==> config.mk <==
export PLATFORM = sky130hd
export DESIGN_NAME = rk_step_sequencer_flat
export DESIGN_NICKNAME = d
export VERILOG_FILES = /design/src/rtl/rk_pkg.sv /design/src/rtl/rk_step_sequencer_if.sv /design/src/rtl/rk_result_fifo.sv /design/src/rtl/rk_step_sequencer.sv /design/src/flat_wrapper.sv
export SDC_FILE = /design/constraint.sdc
export NUM_CORES = 1
export LEC_CHECK = 0
export ABC_AREA = 1
export CAP_MARGIN = 20
export CORE_ASPECT_RATIO = 0.5
export CORE_MARGIN = 4
export CORE_UTILIZATION = 38
export DETAILED_ROUTE_END_ITERATION = 8
export PLACE_DENSITY = 0.51
export SYNTH_ARGS = -nofsm -noshare
export SYNTH_HDL_FRONTEND = slang
export SYNTH_HIERARCHICAL = 1
export SYNTH_SLANG_ARGS = --single-unit
export TNS_END_PERCENT = 1
==> constraint.sdc <==
create_clock -name clk -period 49.5 [get_ports clk]
set_input_delay 14.85 -clock clk [delete_from_list [all_inputs] [get_ports clk]]
set_output_delay 14.85 -clock clk [all_outputs]
set_load 0.02 [all_outputs]
==> src/rtl/rk_pkg.sv <==
// Shared types and FP64 helpers for the RK step sequencer.
package rk_pkg;

  typedef enum logic [2:0] {
    StIdle,
    StLaunch,
    StWait,
    StCapture,
    StStall,
    StDone
  } rk_state_t;

  localparam int unsigned FP64_EXP_MSB = 62;
  localparam int unsigned FP64_EXP_LSB = 52;
  localparam int unsigned FP64_MANT_W  = 52;

  // Quiet or signalling NaN: exponent all ones, mantissa non-zero (infinity excluded).
  function automatic logic fp64_is_nan(input logic [63:0] v);
    return (&v[FP64_EXP_MSB:FP64_EXP_LSB]) && (|v[FP64_MANT_W-1:0]);
  endfunction

endpackage

==> src/rtl/rk_step_sequencer_if.sv <==
// Integrator launch/result pair plus the valid/ready result stream.
interface rk_step_sequencer_if;
  logic        rk_start;
  logic [63:0] rk_result;
  logic [63:0] out_data;
  logic        out_valid;
  logic        out_ready;

  modport master (
    output rk_start,
    output out_data,
    output out_valid,
    input  rk_result,
    input  out_ready
  );

  modport slave (
    input  rk_start,
    input  out_data,
    input  out_valid,
    output rk_result,
    output out_ready
  );
endinterface

==> src/rtl/rk_result_fifo.sv <==
// Result FIFO; head is read straight from storage flops, so a push shows up one cycle later.
module rk_result_fifo #(
  parameter int unsigned WIDTH = 64,
  parameter int unsigned DEPTH = 8
) (
  input  logic             clk,
  input  logic             rst,
  input  logic             push_i,
  input  logic [WIDTH-1:0] data_i,
  input  logic             pop_i,
  output logic [WIDTH-1:0] data_o,
  output logic             full_o,
  output logic             empty_o,
  output logic             almost_full_o
);
  localparam int unsigned AW = $clog2(DEPTH);
  localparam logic [AW:0] FullLvl  = (AW+1)'(DEPTH);
  localparam logic [AW:0] AfullLvl = (AW+1)'(DEPTH - 1);

  logic [WIDTH-1:0] mem_q [DEPTH];
  logic [AW:0]      wr_ptr_q, wr_ptr_d, rd_ptr_q, rd_ptr_d;
  logic [AW:0]      level;
  logic             push_ok, pop_ok;

  // Extra pointer MSB separates full from empty.
  always_comb begin
    level         = wr_ptr_q - rd_ptr_q;
    full_o        = (level == FullLvl);
    empty_o       = (level == '0);
    almost_full_o = (level == AfullLvl);
    pop_ok        = pop_i && !empty_o;
    push_ok       = push_i && (!full_o || pop_i);
    wr_ptr_d      = push_ok ? wr_ptr_q + 1'b1 : wr_ptr_q;
    rd_ptr_d      = pop_ok ? rd_ptr_q + 1'b1 : rd_ptr_q;
    data_o        = mem_q[rd_ptr_q[AW-1:0]];
  end

  // Pointer and storage update; reset flushes contents so the head reads 0.
  always_ff @(posedge clk or posedge rst) begin
    if (rst) begin
      wr_ptr_q <= '0;
      rd_ptr_q <= '0;
      for (int i = 0; i < int'(DEPTH); i++) mem_q[i] <= '0;
    end else begin
      wr_ptr_q <= wr_ptr_d;
      rd_ptr_q <= rd_ptr_d;
      if (push_ok) mem_q[wr_ptr_q[AW-1:0]] <= data_i;
    end
  end
endmodule

==> src/rtl/rk_step_sequencer.sv <==
// Launches n_steps integrator runs, captures each result after a fixed latency and queues it.
module rk_step_sequencer
  import rk_pkg::*;
#(
  parameter int unsigned RK_LATENCY = 4,
  parameter int unsigned FIFO_DEPTH = 8,
  parameter int unsigned STEP_W     = 16
) (
  input  logic                     clk,
  input  logic                     rst,
  input  logic                     go_i,
  input  logic [STEP_W-1:0]        n_steps_i,
  rk_step_sequencer_if.master      bus,
  output logic                     busy_o,
  output logic                     done_o,
  output logic                     nan_seen_o
);
  localparam logic [7:0] WaitInit = 8'(RK_LATENCY - 1);

  rk_state_t         state_q, state_d;
  logic [STEP_W-1:0] steps_left_q, steps_left_d;
  logic [7:0]        wait_cnt_q, wait_cnt_d;
  logic              nan_q, nan_d;
  logic              push, pop, rk_start;
  logic              fifo_full, fifo_empty, fifo_afull;
  logic [63:0]       fifo_head;

  assign pop           = !fifo_empty && bus.out_ready;
  assign bus.out_valid = !fifo_empty;
  assign bus.out_data  = fifo_head;
  assign bus.rk_start  = rk_start;
  assign busy_o        = (state_q != StIdle);
  assign nan_seen_o    = nan_q;

  // Next-state, counters and per-state strobes.
  always_comb begin
    state_d      = state_q;
    steps_left_d = steps_left_q;
    wait_cnt_d   = wait_cnt_q;
    nan_d        = nan_q;
    push         = 1'b0;
    rk_start     = 1'b0;
    done_o       = 1'b0;
    unique case (state_q)
      StIdle: begin
        if (go_i) begin
          steps_left_d = n_steps_i;
          nan_d        = 1'b0;
          state_d      = (n_steps_i == '0) ? StDone : StLaunch;
        end
      end
      StLaunch: begin
        rk_start   = 1'b1;
        wait_cnt_d = WaitInit;
        state_d    = (RK_LATENCY == 1) ? StCapture : StWait;
      end
      StWait: begin
        wait_cnt_d = wait_cnt_q - 8'd1;
        if (wait_cnt_q <= 8'd1) state_d = StCapture;
      end
      StCapture: begin
        push         = 1'b1;
        steps_left_d = steps_left_q - STEP_W'(1);
        if (fp64_is_nan(bus.rk_result)) nan_d = 1'b1;
        if (steps_left_q == STEP_W'(1)) state_d = StDone;
        // Only relaunch when the next capture is sure to find a free slot.
        else if (fifo_afull && !pop)    state_d = StStall;
        else                            state_d = StLaunch;
      end
      StStall: begin
        if (!fifo_full || pop) state_d = StLaunch;
      end
      StDone: begin
        done_o  = 1'b1;
        state_d = StIdle;
      end
      default: state_d = StIdle;
    endcase
  end

  // FSM and counter registers.
  always_ff @(posedge clk or posedge rst) begin
    if (rst) begin
      state_q      <= StIdle;
      steps_left_q <= '0;
      wait_cnt_q   <= '0;
      nan_q        <= 1'b0;
    end else begin
      state_q      <= state_d;
      steps_left_q <= steps_left_d;
      wait_cnt_q   <= wait_cnt_d;
      nan_q        <= nan_d;
    end
  end

  rk_result_fifo #(
    .WIDTH (64),
    .DEPTH (FIFO_DEPTH)
  ) u_fifo (
    .clk           (clk),
    .rst           (rst),
    .push_i        (push),
    .data_i        (bus.rk_result),
    .pop_i         (pop),
    .data_o        (fifo_head),
    .full_o        (fifo_full),
    .empty_o       (fifo_empty),
    .almost_full_o (fifo_afull)
  );
endmodule

==> src/flat_wrapper.sv <==
// flat-port wrapper written by rule: the top's interface ports become plain ports
module rk_step_sequencer_flat import rk_pkg::*;
#(
  parameter int unsigned RK_LATENCY = 4,
  parameter int unsigned FIFO_DEPTH = 8,
  parameter int unsigned STEP_W     = 16
)
  (clk, rst, go_i, n_steps_i, busy_o, done_o, nan_seen_o, bus_rk_start, bus_out_data, bus_out_valid, bus_rk_result, bus_out_ready);
  rk_step_sequencer_if bus_i ();
  input  logic clk;
  input  logic rst;
  input  logic go_i;
  input  logic [STEP_W-1:0] n_steps_i;
  output logic busy_o;
  output logic done_o;
  output logic nan_seen_o;
  output wire logic [$bits(bus_i.rk_start)-1:0] bus_rk_start;
  output wire logic [$bits(bus_i.out_data)-1:0] bus_out_data;
  output wire logic [$bits(bus_i.out_valid)-1:0] bus_out_valid;
  input wire logic [$bits(bus_i.rk_result)-1:0] bus_rk_result;
  input wire logic [$bits(bus_i.out_ready)-1:0] bus_out_ready;
  assign bus_rk_start = bus_i.rk_start;
  assign bus_out_data = bus_i.out_data;
  assign bus_out_valid = bus_i.out_valid;
  assign bus_i.rk_result = bus_rk_result;
  assign bus_i.out_ready = bus_out_ready;
  rk_step_sequencer #(.RK_LATENCY(RK_LATENCY), .FIFO_DEPTH(FIFO_DEPTH), .STEP_W(STEP_W)) u_core (.clk(clk), .rst(rst), .go_i(go_i), .n_steps_i(n_steps_i), .bus(bus_i), .busy_o(busy_o), .done_o(done_o), .nan_seen_o(nan_seen_o));
endmodule
==> results.json, run 1 <==
{
  "min_path_type": "register to register",
  "grt_setup_unrepaired": "no",
  "grt_usage": 0.2484,
  "postSynthCellCount": 3675,
  "grt_overflow_total": 0,
  "ys.flop_type": "dfrtp_1",
  "cts_tree": "built",
  "cts_max_path_buffers": 3,
  "drv_slew": 0,
  "end_kind": "output pin",
  "max_freq_ghz": 0.05147,
  "ir_drop_mv": 0.04927,
  "ant_nets": 0,
  "arrival_ns": 4.58,
  "period_minus_slack_ns": 19.43,
  "ctsResizeCount": 0,
  "fin_area_sq_um": 31330,
  "row_count": 70,
  "hpwl_um": 47550,
  "port_buffers": 152,
  "coreArea_sq_um": 73220,
  "syn_area_per_cell_sq_um": 7.652,
  "nFillCells": 7431,
  "multi_input_area_sq_um": 12530,
  "path_max_fanout": 64,
  "vias_per_cell": 5.688,
  "ys_types": 37,
  "post_dp_cell_area_sq_um": 29570,
  "tightestPinTransition_ns": 1.430,
  "die_y_um": 200.4,
  "syn_to_final_growth_pct": 11.40,
  "cellPowerDensity_nw_per_um2": 71.51,
  "synth_edf_count": 0,
  "clock_sinks": 548,
  "route.detailed.drc": 0,
  "grt_max_degree": 235,
  "required_ns": 34.65,
  "setup_viol_count_final": 0,
  "worstSkewPairLatency_ns": 0.62,
  "hold_viol": 0,
  "ios": 153,
  "grt_pass1_wl_um": 155300,
  "wire_per_inst_um": 21.94,
  "syn_area_sq_um": 28120,
  "drv_cap": 0,
  "nets": 3630,
  "grt_pass1_vias": 25420,
  "initial_core_util": 0.3841,
  "path_class": "register to output pin",
  "async_reset_ff_frac": 1.000,
  "ys_seq_area_frac": 0.4877,
  "period_share": 0.3925,
  "htreeDepth": 2,
  "fin_tns_setup_ns": 0,
  "drt_wl_total_um": 99780,
  "cts_setup_buffers": 0,
  "fin_skew_ns": 0.02220,
  "status": "completed",
  "cts_hold_repair.buffers": 0,
  "grt_antenna_before_repair": 0,
  "cts_made_buffers": 53,
  "startpoint_type": "register",
  "via_count": 25870,
  "dieWidth_um": 392.7,
  "drive_gt1_frac": 0.04614,
  "cts_root_buf": "clkbuf_16",
  "relSlewSlack": 0.04636,
  "clkTransAtPathRegs_ns": 0.07,
  "fin_cells": 4548,
  "place.gp.congestion": 0.7637,
  "synth_fp_nets": 3769,
  "diodes": 0,
  "p_leak_nw": 15.42,
  "place_inst": 4452,
  "die-area_sq_um": 78680,
  "seqCellArea_sq_um": 13720,
  "synth-seq-cells": 548,
  "yosysWarnings": 6,
  "initialDrtViolationCount": 2501,
  "dr.pass1.iters": 5
}
==> area by class of cell <==
cell class	instances	area share
clock buffer	83	0.05144
tap	972	0.03882
timing repair buffer	194	0.06059
inverter	53	0.007469
clock inverter	12	0.003634
sequential	548	0.4381
multi-input combinational	2686	0.4000
==> stage by stage <==
step | util | hold WS (ns) | worst slack (ns) | power [mW]
6_report | 0.4279 | 0.4643 | 30.07 | 2.240
5_1_grt | 0.4279 | 0.4807 | 30.01 | 2.403
4_1_cts | 0.4275 | 0.4685 | 30.14 | 2.249
3_5_place_dp | 0.4039 | 0.4528 | 30.14 | 1.824
3_3_place_gp | 0.4038 | 0.4483 | 30.16 | 1.816
2_1_floorplan | - | 0.4366 | 20.12 | 1.440
==> synthesized netlist by cell type, drive strengths merged, types with 3 or more instances <==
master | instances | share of area
dfrtp | 548 | 0.49
xor2 | 6 | 0.0019
o211ai | 3 | 0.00080
nor3 | 18 | 0.0039
nand3 | 42 | 0.0087
nand4 | 518 | 0.12
ha | 9 | 0.0040
buf | 182 | 0.034
clkbuf | 206 | 0.030
o21ai | 271 | 0.048
nand2 | 1332 | 0.18
inv | 53 | 0.0072
o22ai | 131 | 0.029
nor2 | 328 | 0.044
a21oi | 16 | 0.0028
==> critical path, stage by stage (launching register included) <==
cell             delay (ns)
dfrtp_4                0.79
inv_4                  0.19
buf_4                  0.69
buf_4                  0.82
o21ai_0                0.20
o22ai_1                0.19
nand2_1                0.11
nand2_1                0.14
clkdlybuf4s50_1        0.66
==> kinds of logic (layout without fill, tap and decap cells) <==
kind of cell               after synthesis  in the layout  share of synthesized area
DFF                                    548            548                     0.4877
buffers and inverters                  441            342                    0.07101
xor gates and xnor gates                 8              8                   0.002492
and+or+nand+nor                       2244           2244                     0.3519
adders and majority gates               10             10                   0.004716
AOI/OAI and AO/OA                      424            424                    0.08218
==> state kept, by name, indices dropped and copies added, names as in the netlist <==
register,count
u_core/u_fifo/mem_q,512
u_core/steps_left_q,16
u_core/wait_cnt_q,8
u_core/u_fifo/rd_ptr_q,4
u_core/u_fifo/wr_ptr_q,4
u_core/state_q,3
u_core/nan_seen_o,1
==> cells in the final DEF (no fill, tap or decap), types with 7 or more instances in the layout <==
cell type           n
clkbuf_16          55
clkbuf_8           13
nor3_1              7
clkdlybuf4s50_1   152
inv_1              42
nand3_4             9
o21ai_0           271
nand3_1            33
nand4_1           518
nor3_2             10
dfrtp_1           545
o22ai_1           131
clkbuf_1           15
nand2_1          1328
a21oi_1            16
ha_1                9
buf_4              37
clkinv_2           10
nor2_1            325
==> routing by layer <==
metal,share of wire,GRT usage
met4,0.016,0.05083
met5,0,0
met3,0.063,0.03959
met2,0.45,0.3859
met1,0.47,0.3669
==> worst paths after layout <==
kind | slack, ns | from | endpoint | cells past startpoint
max in group asynchronous | 32.49 | rst | u_core/u_fifo/mem_q[22] | 4
worst min register to register | 0.46 | u_core/u_fifo/mem_q[324] | u_core/u_fifo/mem_q[324] | 2
worst min-delay path | 0.46 | u_core/u_fifo/mem_q[324] | u_core/u_fifo/mem_q[324] | 2
worst max-delay path | 30.07 | u_core/u_fifo/rd_ptr_q[1] | bus_out_data[51] | 8
worst max register to register | 43.16 | u_core/u_fifo/rd_ptr_q[2] | u_core/u_fifo/mem_q[464] | 18
min in group asynchronous | 14.75 | rst | u_core/u_fifo/mem_q[183] | 2
==> report_power, final <==
group	internal [mW]	switching (mW)
registers	0.625	0.109
logic	0.334	0.753
clock network	0.233	0.185
total	1.19	1.05
No activity file was read; power rests on OpenSTA's default activity.
==> inputs of run 2 (changes only) <==
PLACE_DENSITY = 0.53   (was 0.51)
clock period = 17.2 ns   (was 49.5 ns; I/O delays follow)
==> results.json, run 2 (same netlist as run 1, synthesis figures left out) <==
{
  "grt_usage": 0.2482,
  "htreeDepth": 2,
  "grt_antenna_before_repair": 0,
  "cts_max_path_buffers": 3,
  "ios": 153,
  "worstSkewPairLatency_ns": 0.64,
  "p_leak_nw": 15.40,
  "coreArea_sq_um": 73220,
  "end_kind": "output pin",
  "syn_to_final_growth_pct": 11.26,
  "drive_gt1_frac": 0.04639,
  "fin_skew_ns": 0.02434,
  "clock_sinks": 548,
  "tightestPinTransition_ns": 1.190,
  "mostFrequentLayoutCell": "nand2_1",
  "period_minus_slack_ns": 9.671,
  "drt_wl_total_um": 99240,
  "ant_nets": 0,
  "setup_ws_ns": 7.529,
  "cts_hold_repair.buffers": 0,
  "startpoint_type": "register",
  "min_path_type": "register to register",
  "period_share": 0.5623,
  "path_class": "register to output pin",
  "grt_max_degree": 193,
  "required_ns": 12.04,
  "path_max_fanout": 176,
  "clkTransAtPathRegs_ns": 0.06,
  "dp_slack_ns": 8.146,
  "internal_power_mw": 3.413,
  "hold_viol": 0,
  "final_cell_mix": "nand2_1 (1,328), dfrtp_1 (545), nand4_1 (518)",
  "cts_tree": "built",
  "port_buffers": 152,
  "largest-register": "u_core/u_fifo/mem_q",
  "cts_made_buffers": 53,
  "ctsResizeCount": 0,
  "drv_slew": 0,
  "p_sw_mw": 3.017,
  "via_count": 25950,
  "die_y_um": 200.4,
  "place.gp.congestion": 0.7616,
  "pwr-share-seq": 0.332,
  "largest_reg_flops": 512,
  "clkPwrFrac": 0.186,
  "row_count": 70,
  "die-area_sq_um": 78680,
  "cts_setup_buffers": 0,
  "drv_cap": 0,
  "arrival_ns": 4.51,
  "status": "completed",
  "vias_per_cell": 5.704,
  "post_dp_cell_area_sq_um": 29590,
  "grt_overflow_total": 0,
  "seqCellArea_sq_um": 13720,
  "nets": 3631,
  "cellPowerDensity_nw_per_um2": 205.5,
  "dieWidth_um": 392.7,
  "dr.pass1.iters": 5,
  "ir_drop_mv": 0.1411,
  "wire_per_inst_um": 21.81,
  "grt_pass1_wl_um": 155800,
  "initialDrtViolationCount": 2479,
  "switching_share": 0.4692,
  "grt_pass1_vias": 25770,
  "hpwl_um": 48030,
  "fin_area_sq_um": 31290,
  "max_freq_ghz": 0.1034,
  "multi_input_area_sq_um": 12530,
  "power_frac_comb": 0.483,
  "diodes": 0,
  "initial_core_util": 0.3841,
  "setup_viol_count_final": 0,
  "final_util": 0.4273,
  "grt_setup_unrepaired": "no",
  "fin_tns_setup_ns": 0,
  "nFillCells": 7473,
  "relSlewSlack": 0.2068,
  "reg_top3": "u_core/u_fifo/mem_q x512, u_core/steps_left_q x16, u_core/wait_cnt_q x8",
  "fin_hold_ws_ns": 0.4652,
  "route.detailed.drc": 0,
  "cts_root_buf": "clkbuf_16"
}
run 2: cell type report:
| type | instances | share of cell area |
|---|---|---|
| sequential | 548 | 0.4387 |
| timing repair buffer | 195 | 0.06055 |
| tap | 972 | 0.03887 |
| clock inverter | 17 | 0.004679 |
| inverter | 53 | 0.007358 |
| clock buffer | 79 | 0.04943 |
| multi-input combinational | 2686 | 0.4005 |
run 2: layer usage:
metal	part of all wire	track usage
met4	0.019	0.05706
met1	0.47	0.3680
met2	0.45	0.3834
met5	0	0
met3	0.064	0.03620
run 2: worst paths after layout:
kind                                      startpoint                        to  slack (ns)  cells past startpoint
setup / recovery           u_core/u_fifo/rd_ptr_q[0]           bus_out_data[1]        7.53                      7
hold / removal              u_core/u_fifo/mem_q[338]  u_core/u_fifo/mem_q[338]        0.47                      2
setup reg to reg           u_core/u_fifo/rd_ptr_q[2]  u_core/u_fifo/mem_q[212]       11.15                     18
hold reg to reg             u_core/u_fifo/mem_q[338]  u_core/u_fifo/mem_q[338]        0.47                      2
max in group asynchronous                        rst  u_core/u_fifo/mem_q[199]        9.47                      5
min in group asynchronous                        rst   u_core/u_fifo/mem_q[55]        4.89                      2
run 2: through the flow:
| step | power [mW] | instances |
|---|---|---|
| CTS | 6.447 | 4550 |
| floorplan | 4.145 | 3675 |
| finish | 6.430 | 4550 |
| global route | 6.902 | 4550 |
| detailed placement | 5.237 | 4454 |
| global placement | 5.213 | 4454 |
run 2: worst max-delay path: stages (launching register included):
cell,delay (ns)
dfrtp_4,0.79
inv_8,0.90
buf_4,0.84
o21ai_0,0.17
o22ai_1,0.16
nand2_1,0.08
nand2_1,0.15
clkdlybuf4s50_1,0.63
run 2: power groups by stage:
stage,Combinational [mW],Clock (mW),Sequential (mW)
after CTS,3.10,1.22,2.13
after global routing,3.44,1.27,2.19
after detailed placement,3.09,0,2.14
after global placement,3.07,0,2.14
final,3.10,1.19,2.13
after floorplan,2.12,0,2.03
==> inputs of run 3 (changes only) <==
PLACE_DENSITY = 0.51   (was 0.53)
clock period = 9.45 ns   (was 17.2 ns; I/O delays follow)
==> results.json, run 3 (same netlist as run 1, synthesis figures left out) <==
{
  "coreArea_sq_um": 73220,
  "drv_slew": 0,
  "critical_path.top_delay_family": "buffers and inverters",
  "period_share": 0.7555,
  "grt_setup_unrepaired": "no",
  "cts_root_buf": "clkbuf_16",
  "timing.rr.end": "u_core/u_fifo/mem_q[338]",
  "wire_per_inst_um": 22.06,
  "min_path_type": "register to register",
  "diodes": 0,
  "port_buffers": 152,
  "path_class": "register to output pin",
  "grt_overflow_total": 0,
  "route.detailed.drc": 0,
  "grtUsageMet3": 0.03670,
  "nFillCells": 7468,
  "r2r_start": "u_core/u_fifo/rd_ptr_q[1]",
  "grt_usage": 0.2492,
  "drv_cap": 0,
  "hpwl_um": 48660,
  "required_ns": 6.62,
  "final_util": 0.4298,
  "final_cell_mix": "nand2_1 (1,328), dfrtp_1 (545), nand4_1 (518)",
  "dieWidth_um": 392.7,
  "cts_setup_buffers": 0,
  "path_max_fanout": 69,
  "ir_drop_mv": 0.2719,
  "clock_sinks": 548,
  "reg_top3": "u_core/u_fifo/mem_q x512, u_core/steps_left_q x16, u_core/wait_cnt_q x8",
  "place.gp.congestion": 0.7661,
  "vias_per_cell": 5.749,
  "htreeDepth": 2,
  "critPathMaxStageDelay_ns": 0.80,
  "ios": 153,
  "fin_area_sq_um": 31470,
  "whs_path_depth": 2,
  "setup_viol_count_final": 0,
  "cpMostUsedCell": "nand2_1",
  "cp_slowest_cell": "inv_4",
  "status": "completed",
  "largest-register": "u_core/u_fifo/mem_q",
  "p_leak_nw": 15.48,
  "grtUsageMet1": 0.3745,
  "drt_wl_total_um": 100400,
  "nets": 3633,
  "seqCellArea_sq_um": 13720,
  "syn_to_final_growth_pct": 11.90,
  "cts_tree": "built",
  "cts_hold_repair.buffers": 0,
  "initial_core_util": 0.3841,
  "mostFrequentLayoutCell": "nand2_1",
  "power.total_mw": 11.91,
  "startpoint_type": "register",
  "hp-start": "u_core/u_fifo/mem_q[129]",
  "fin_hold_ws_ns": 0.4637,
  "end_kind": "output pin",
  "timing.critical_path.buf_inv": 3,
  "met2_usage": 0.3841,
  "cts_made_buffers": 55,
  "busiest_layer": "met2",
  "holdPathEnd": "u_core/u_fifo/mem_q[129]",
  "path_cells": "inv_4 -> buf_4 -> o21ai_0 -> o22ai_1 -> nand2_1 -> nand2_1 -> clkdlybuf4s50_1",
  "reg2reg_depth": 17,
  "row_count": 70,
  "die-area_sq_um": 78680,
  "cellPowerDensity_nw_per_um2": 378.5,
  "arrival_ns": 4.30,
  "cts_max_path_buffers": 3,
  "multi_input_area_sq_um": 12530,
  "post_dp_cell_area_sq_um": 29580,
  "dr.pass1.iters": 5,
  "grt_pass1_wl_um": 156500,
  "worstSkewPairLatency_ns": 0.61,
  "grt_antenna_before_repair": 1,
  "max_freq_ghz": 0.1401,
  "clkTransAtPathRegs_ns": 0.07,
  "ant_nets": 0,
  "grt_pass1_vias": 25550,
  "grt_max_degree": 264,
  "setup_ws_ns": 2.310,
  "hold_viol": 0,
  "via_count": 26170,
  "reg2reg_setup_slack_ns": 3.41,
  "largest_reg_flops": 512,
  "period_minus_slack_ns": 7.140,
  "die_y_um": 200.4,
  "relSlewSlack": 0.1687,
  "fin_skew_ns": 0.02522,
  "tightestPinTransition_ns": 1.247,
  "drive_gt1_frac": 0.04804,
  "dp_slack_ns": 2.971,
  "ctsResizeCount": 0,
  "initialDrtViolationCount": 2588
}
-- run 3: cell types whose count changed in the layout (fill, tap and decap cells not counted), moves of 2 or more --
cell | before | now
inv_6 | 2 | 0
clkbuf_16 | 55 | 57
clkinv_2 | 13 | 8
bufinv_16 | 2 | 5
clkbuf_8 | 8 | 16
clkbuf_1 | 16 | 12
-- run 3: worst register-to-register path: stages (launching register included) --
cell and delay (ns):
dfrtp_4 0.76, inv_4 0.85, fa_1 0.58, inv_1 0.09
nand2_1 0.07, nor2_1 0.22, nand2_1 0.19, inv_1 0.09
inv_1 0.08, nand2_1 0.12, inv_1 0.13, inv_1 0.12
nand3_4 0.58, buf_4 0.67, nand3_4 0.31, buf_4 0.86
nand2_1 0.15, nand2_1 0.10
-- run 3: worst max path at each step --
stage / startpoint / slack [ns] / end / depth (start not counted)
global placement: bus_out_ready / 2.98 / u_core/u_fifo/mem_q[402] / 9
floorplan: rst / -0.45 / u_core/u_fifo/mem_q[0] / 1
finish: u_core/u_fifo/rd_ptr_q[1] / 2.31 / bus_out_data[18] / 7
global route: u_core/u_fifo/rd_ptr_q[1] / 2.11 / bus_out_data[13] / 7
detailed placement: u_core/u_fifo/rd_ptr_q[1] / 2.97 / bus_out_data[18] / 7
CTS: u_core/u_fifo/rd_ptr_q[1] / 2.31 / bus_out_data[18] / 7
-- run 3: cell type report --
type | instances | area share
well taps | 972 | 0.03865
inverters | 53 | 0.007316
clock inverters | 13 | 0.006124
flip-flops and latches | 548 | 0.4362
repair buffers | 195 | 0.05980
multi-input cells | 2686 | 0.3982
clock buffers | 85 | 0.05376
-- run 3: power breakdown --
group,switching [mW],internal [mW]
logic,3.90,1.74
clock network,0.991,1.36
registers,0.640,3.27
-- run 3: through the flow --
stage                     std cells  TNS [ns]
after floorplan                3675   -233.60
after global placement         4454         0
after detailed placement       4454         0
after CTS                      4552         0
after global routing           4552         0
final                          4552         0
-- run 3: per-layer routing --
layer	up-vias	wire length [um]
met1	13070	47150
met2	863	44960
met3	118	6654
li1	12120	-
met5	-	12
met4	2	1655
